**config.mk**
```make
export PLATFORM = sky130hd
export DESIGN_NAME = shifter32_right_seq
export DESIGN_NICKNAME = d
export VERILOG_FILES = /design/src/rtl/shifter32_right_seq.sv
export SDC_FILE = /design/constraint.sdc
export NUM_CORES = 1
export LEC_CHECK = 0
export ABC_CLOCK_PERIOD_IN_PS = 2100
export BUFFER_PORTS_ARGS = -buffer_cell sky130_fd_sc_hd__buf_2
export CORE_MARGIN = 1.5
export CORE_UTILIZATION = 30
export CTS_CLUSTER_DIAMETER = 150
export DETAILED_ROUTE_END_ITERATION = 7
export PLACE_DENSITY_LB_ADDON = 0.3
export SLEW_MARGIN = 20
export SYNTH_ARGS = -nofsm -noshare
export SYNTH_HDL_FRONTEND = slang
export SYNTH_SLANG_ARGS = --single-unit
```
**constraint.sdc**
```tcl
create_clock -name Clk -period 2.1 [get_ports Clk]
set_clock_uncertainty 0.05 [all_clocks]
set_input_delay 0.42 -clock Clk [delete_from_list [all_inputs] [get_ports Clk]]
set_output_delay 0.42 -clock Clk [all_outputs]
set_load 0.01 [all_outputs]
```
**src/rtl/shifter32_right_seq.sv**
```systemverilog
`default_nettype none
// ============================================================================
// Module   : shifter32_right_seq
// Purpose  : Iterative right shifter (SRL/SRA), one bit per clock, with a
//            Start/Busy/Done handshake toward the control unit.
// Revision : 1.0
// ============================================================================
module shifter32_right_seq #(
    parameter int WIDTH   = 32,
    parameter int SA_BITS = 5
) (
    input  logic               Clk,
    input  logic               Rst,
    input  logic               Start,
    input  logic [WIDTH-1:0]   X,
    input  logic [SA_BITS-1:0] Sa,
    input  logic               Arith,
    output logic [WIDTH-1:0]   Sh,
    output logic               Busy,
    output logic               Done
);

    typedef enum logic [1:0] {
        ST_IDLE  = 2'd0,
        ST_SHIFT = 2'd1,
        ST_DONE  = 2'd2
    } state_t;

    localparam logic [SA_BITS-1:0] C_ONE = SA_BITS'(1);

    state_t               state_q, state_d;
    logic [WIDTH-1:0]     sh_q, sh_d;
    logic [SA_BITS-1:0]   count_q, count_d;
    logic                 arith_q, arith_d;
    logic                 w_accept;
    logic                 w_fill;

    // A request is only seen when no shift is in flight; DONE may accept
    // directly so back-to-back operations lose no cycle.
    assign w_accept = Start && (state_q != ST_SHIFT);
    assign w_fill   = arith_q & sh_q[WIDTH-1];

    always_comb begin
        state_d = state_q;
        sh_d    = sh_q;
        count_d = count_q;
        arith_d = arith_q;
        if (w_accept) begin
            sh_d    = X;
            count_d = Sa;
            arith_d = Arith;
            state_d = (Sa == '0) ? ST_DONE : ST_SHIFT;
        end else begin
            case (state_q)
                ST_SHIFT: begin
                    sh_d    = {w_fill, sh_q[WIDTH-1:1]};
                    count_d = count_q - C_ONE;
                    if (count_q == C_ONE) begin
                        state_d = ST_DONE;
                    end
                end
                ST_DONE: state_d = ST_IDLE;
                default: state_d = ST_IDLE;
            endcase
        end
    end

    always_ff @(posedge Clk or posedge Rst) begin
        if (Rst) begin
            state_q <= ST_IDLE;
            sh_q    <= '0;
            count_q <= '0;
            arith_q <= 1'b0;
        end else begin
            state_q <= state_d;
            sh_q    <= sh_d;
            count_q <= count_d;
            arith_q <= arith_d;
        end
    end

    assign Sh   = sh_q;
    assign Busy = (state_q == ST_SHIFT);
    assign Done = (state_q == ST_DONE);

endmodule
`default_nettype wire

```
Word level (Yosys, flattened, before mapping)
Index checks and enable logic that the tools add are counted.
{ "totals": {"register_bits": 40, "in_bits": 41} }
{ "classes": {"addsub": 1, "eq_ne": 5, "n_mux": 8, "n_bitwise": 1, "n_reduce_logical": 3} }
{ "ops": {"columns": ["cell", "count"], "rows": [
  ["$mux W32", 2],
  ["$mux W5", 2],
  ["$mux W2", 4],
  ["$eq A5 B1 Y1 const B", 1],
  ["$logic_not A5 Y1", 1],
  ["$sub A5 B1 Y5 const B", 1],
  ["$ne A3 B1 Y1 const B", 1],
  ["$eq A2 B1 Y1 const B", 1],
  ["$eq A2 B2 Y1 const B", 1],
  ["$ne A2 B1 Y1 const B", 1],
  ["$reduce_bool A2 Y1", 1],
  ["$and A1 B1 Y1", 1],
  ["$logic_and A1 B1 Y1", 1]
]} }

Longest topological paths before layout
Gate-level depths: netlist (run 1).
{ "depth": {"ltp_word": 4, "ltp_mapped": 7, "ltp_nobuf": 4} }

Worst setup path after synthesis (run 1)
No wires, ideal clock.
{ "synth_path": {"kind": "register -> output", "start": "register state_q[1]", "end": "output port Busy", "arrival_time_ns": 0.880, "t_required_ns": 1.630, "path_slack_ns": 0.750, "path_stages_with_launch": 5, "cell_sequence": "dfrtp_1 > nand2b_4 > buf_8 > inv_6 > buf_2"} }
{ "synth_between": {"elab_chain_len": 1} }
{ "synth_lines": {"columns": ["item", "line_no", "text"], "rows": [
  ["from (decl)", "31", "state_t state_q, state_d;"],
  ["from (signal assigned)", "75", "state_q <= state_d;"],
  ["$eq A2 B1 Y1", "83", "assign Busy = (state_q == ST_SHIFT);"],
  ["to (decl)", "19", "output logic Busy,"]
]} }
No other way between the ends.

Worst setup path after layout (run 1)
Same ends and word-level chain as after synthesis.

==> run metrics, run 1 <==
status=completed; R2R Path End=count_q[3]; worst endpoint required time=approximately 1600 ps; Row Count=29; share of the synthesized area in the top cell type=between 50% and 60%; Mapped Nets=roughly 230; CP arrival=approximately 1400 ps; R2R cell count=4; pin slew with the least headroom to its limit=about 640 ps; Final Hold Fails=0; post-synth top area cell=dfrtp_1; drt drc=0; post-route ant nets=0; core area=6350 sq um; Initial Util=31.1%; drt via density=between 4 and 5; GPL Wtd Cong=0.750; met2 track demand over resource=about a fifth; Ports=75; fmax=529 MHz; most frequent cells in the layout=74 x buf_2, 40 x dfrtp_1, 33 x nand2_1; commonest non-fill, non-tap cell in the layout=buf_2; die footprint=roughly 7000 sq um; Filler cells=between 600 and 700; PortBufs=74; sequential share of the synthesized area=just over 50%; first-pass GRT wire length=around 7400 um; grt peak-use layer=met2; gr usage total=about an eighth; VDD IR-drop max=roughly 0.52 mV; clock root buffer master=clkbuf_8; crit-path max FO=between 70 and 80; die height=84.1 um; largest net degree at the start of global routing=74; power per cell area=about 1200 nW/um^2; WL per Instance=12.8 um; reg2reg start=state_q[1]; CTS buffer count=5; max-slew violation count=0; Final Setup Violations=0; clk sinks=40; H-tree Lvls=2; proportion of layout cells with a drive suffix above 1=about 35%; antenna violations before repair=0; max-cap violations=0; maximum root-to-sink buffer count=2; Syn. warnings=0; Synth area leaders=dfrtp_1 51%, mux2i_1 16%, o21ai_0 8.1%; met3 Track Usage GR=between 3 and 4%; syn_area_per_cell=around 11 sq um; worst skew pair latency=between 200 and 300 ps; via count=roughly 1500; crit end category=output port; Worst R2R Setup Slack=490 ps; Sum Neg Setup Slack=0 ps; vias in the first global route=1499; Mapped Cells=approximately 190; Initial DRC Count=between 50 and 60; cell leakage power=approximately 1.3 nW; final worst setup slack=between 200 and 250 ps; Mapped Area=1970 sq um; Layout Area Growth over Synthesis=24.6%; Clock transition at path regs=around 80 ps; pre-CTS WS=434 ps; RSZ-0062 raised after global routing=no; number of setup buffers added after CTS=0; DR pass1 iterations=4; Post-Route WL=roughly 4300 um; Die W=~84 um; Detailed Place HPWL=around 3000 um; critical path launch point type=register; final period demand of the worst path=1890 ps; number of synthesized register bits=40; Hold Path Class=in -> async; Rel. slew slack=56.7%; post-synth cell types=32; worst setup path class=reg -> out; GR Overflow Total=0; Diodes inserted=0; Reg area=around 1000 sq um; CTS tree=built; met1 Track Usage GR=roughly 17%; Tcrit/Tclk final=around nine tenths; area of the multi-input gates=between 800 and 900 sq um; # hold bufs at CTS=0; CTS resizes=0; final net count=300
-- power by group --
group,internal (mW),switching (mW),total [mW]
sequential,1.11,0.259,1.36
combinational,0.540,0.656,1.20
clock,0.226,0.257,0.483
total,1.87,1.17,3.04
-- cells in the mapped netlist --
| master | number |
|---|---|
| a211o_1 | 1 |
| a211oi_1 | 1 |
| a21oi_1 | 2 |
| a22o_1 | 1 |
| and3_1 | 1 |
| buf_2 | 4 |
| buf_4 | 2 |
| buf_6 | 3 |
| buf_8 | 1 |
| clkbuf_2 | 2 |
| dfrtp_1 | 40 |
| ha_1 | 2 |
| inv_1 | 4 |
| inv_6 | 1 |
| mux2_2 | 1 |
| mux2_4 | 3 |
| mux2i_1 | 31 |
| nand2_1 | 33 |
| nand2b_4 | 1 |
| nand3_1 | 2 |
| nand3b_1 | 1 |
| nand4_1 | 1 |
| nor2_1 | 4 |
| nor2b_1 | 2 |
| nor3_1 | 1 |
| o211a_1 | 2 |
| o21ai_0 | 32 |
| o21ai_1 | 1 |
| o221a_1 | 1 |
| o2bb2ai_1 | 2 |
| or3_1 | 1 |
| or4_1 | 1 |
-- flip-flops by register name (all words and copies together), names as in the netlist --
signal,cells
Sh,32
arith_q,1
count_q,5
state_q,2
-- final cells by class --
type,count,area share [%]
Sequential cell,40,40.7
Tap cell,77,3.92
Multi-Input combinational cell,128,34.8
Inverter,5,0.967
Timing Repair Buffer,77,16.5
Clock buffer,6,2.95
Clock inverter,1,0.204
-- how the worst max path moves through the flow --
stage                    to  cells past startpoint  slack, ps  startpoint
floorplan             Sh[0]                      1        710         Rst
global placement    arith_q                      4        470       Start
detailed placement  arith_q                      4        430       Start
CTS                    Busy                      3        160  state_q[1]
global route           Busy                      3         80  state_q[1]
finish                 Busy                      3        210  state_q[1]
-- routing by layer --
layer	vias up	routed length, um	part of all wire (%)
li1	787	-	-
met1	719	1930	45
met2	38	2120	50
met3	4	175	4.1
met4	0	48	1.1
met5	-	0	0
-- through the flow --
step / instance area (sq um) / cells / util [%] / total power, mW / hold slack (ps)
floorplan: 1970 / 185 / - / 2.18 / 431
global placement: 2380 / 327 / 37.5 / 2.56 / 409
detailed placement: 2380 / 327 / 37.5 / 2.60 / 410
CTS: 2460 / 334 / 38.7 / 3.10 / 84.7
global route: 2460 / 334 / 38.7 / 3.33 / 110
finish: 2460 / 334 / 38.7 / 3.04 / 78.0
-- worst max-delay path, cell delays in order (launching register included) --
cell and delay [ps]:
dfrtp_1 370, nand2b_4 190, inv_6 340, buf_2 220
-- kinds of logic (layout without fill, tap and decap cells) --
logic type               after synthesis  count (layout)  share of synthesized area, %
AND/OR/NAND/NOR                       48              48                          10.8
AO/OA/AOI/OAI                         43              43                          12.6
flip-flops                            40              40                          50.7
multiplexers                          35              35                          18.6
buffers and inverters                 17              89                          5.96
adder cells (fa/ha/maj)                2               2                          1.27
(Power assumes the default switching activity.)
==> inputs of run 2 (changes only) <==
Settings changed: CORE_UTILIZATION 30 to 52.
==> run 2 against run 1 <==
Against the previous run:
- utilization increased by 27 points
- clock power is 4% lower
- critical path depth did not move
- sequential share of layout area rose by 0.82 points
- die area is 41% lower
- wire length fell by 14%
- total power decreased by 1.3%
- fmax decreased by 0.26%
- critical path type unchanged
==> run metrics, run 2 (synthesis gave the netlist of run 1 again) <==
drt via density=just over 5; drt drc=0; Hold Path Class=in -> async; # hold bufs at CTS=0; first-pass GRT wire length=just over 6000 um; Layout Area Growth over Synthesis=22.1%; Clock transition at path regs=around 70 ps; CTS resizes=0; proportion of layout cells with a drive suffix above 1=34.6%; RSZ-0062 raised after global routing=no; via count=roughly 1500; final net count=300; crit end category=output port; die height=roughly 65 um; Filler cells=328; Ports=75; max-cap violations=0; Die W=around 65 um; CTS buffer count=5; post-route ant nets=0; Initial DRC Count=38; Rel. slew slack=roughly 68%; largest net degree at the start of global routing=74; CP arrival=between 1000 and 1500 ps; Initial Util=roughly 54%; number of setup buffers added after CTS=0; clk sinks=40; worst setup path class=reg -> out; WL per Instance=around 12 um; gr usage total=between 10% and 20%; VDD IR-drop max=0.661 mV; status=completed; power per cell area=around 1200 nW/um^2; worst skew pair latency=~280 ps; cell leakage power=1.29 nW; GR Overflow Total=0; final period demand of the worst path=between 1500 and 2000 ps; most frequent cells in the layout=74 x buf_2, 40 x dfrtp_1, 33 x nand2_1; Sum Neg Setup Slack=0 ps; Final Setup Violations=0; Worst R2R Setup Slack=about 500 ps; commonest non-fill, non-tap cell in the layout=buf_2; max FFs per register=32; vias in the first global route=roughly 1400; PortBufs=74; Placed Instances=slightly below 300; Detailed Place HPWL=about 2600 um; maximum root-to-sink buffer count=2; DR pass1 iterations=4; CTS tree=built; Non-Filler Instances=~310; fmax=528 MHz; core area=about 3700 sq um; Final Hold Fails=0; max-slew violation count=0; Post-Route WL=3660 um; GPL Wtd Cong=around 0.76; worst endpoint required time=about 1600 ps; Row Count=22; antenna violations before repair=0; H-tree Lvls=2; pin slew with the least headroom to its limit=~480 ps; Diodes inserted=0; clock root buffer master=clkbuf_8; Tcrit/Tclk final=about 90%; crit-path max FO=73; die footprint=4170 sq um; critical path launch point type=register
==> run 2: critical path: stages, from the launching register on <==
cell,delay [ps]
dfrtp_1,370
nand2b_4,190
inv_6,340
buf_2,210
==> run 2: final timing paths <==
path	startpoint	endpoint	depth (start not counted)
hold reg to reg	Sh[1]	Sh[0]	2
max in group asynchronous	Rst	Sh[4]	3
min in group Clk	X[31]	Sh[31]	2
setup reg to reg	state_q[1]	count_q[3]	4
setup / recovery	state_q[1]	Busy	3
hold / removal	Rst	Sh[20]	3
==> run 2: final cells by class <==
class                   count  area, sq um  area share, %
clock buffers               6         72.6           3.01
repair buffers             77          393           16.3
clock inverters             1         5.00          0.208
inverters                   5         23.8          0.987
well taps                  48         60.1           2.49
multi-input cells         128          855           35.5
flip-flops and latches     40         1000           41.5
==> run 2: where the power goes <==
group / total, mW / internal [mW] / switching (mW)
Combinational: 1.19 / 0.538 / 0.656
Clock: 0.465 / 0.226 / 0.239
Sequential: 1.34 / 1.11 / 0.237
Total: 3.00 / 1.87 / 1.13
==> run 2: metal layers <==
metal / routed length, um / track usage (%) / up-vias
li1: - / - / 784
met1: 1750 / 25.5 / 699
met2: 1590 / 29.8 / 52
met3: 257 / 5.03 / 5
met4: 61 / 7.98 / 0
met5: 0 / 0 / -
==> run 2: through the flow <==
| step | utilization (%) | worst slack (ps) | total power, mW | hold WS [ps] | cell area [sq um] |
|---|---|---|---|---|---|
| 6_report | 65.8 | 206 | 3.00 | 185 | 2410 |
| 3_3_place_gp | 63.7 | 519 | 2.52 | 435 | 2330 |
| 4_1_cts | 65.8 | 199 | 3.04 | 202 | 2410 |
| 5_1_grt | 65.8 | 115 | 3.26 | 229 | 2410 |
| 2_1_floorplan | - | 712 | 2.18 | 431 | 1970 |
| 3_5_place_dp | 63.7 | 490 | 2.57 | 443 | 2330 |
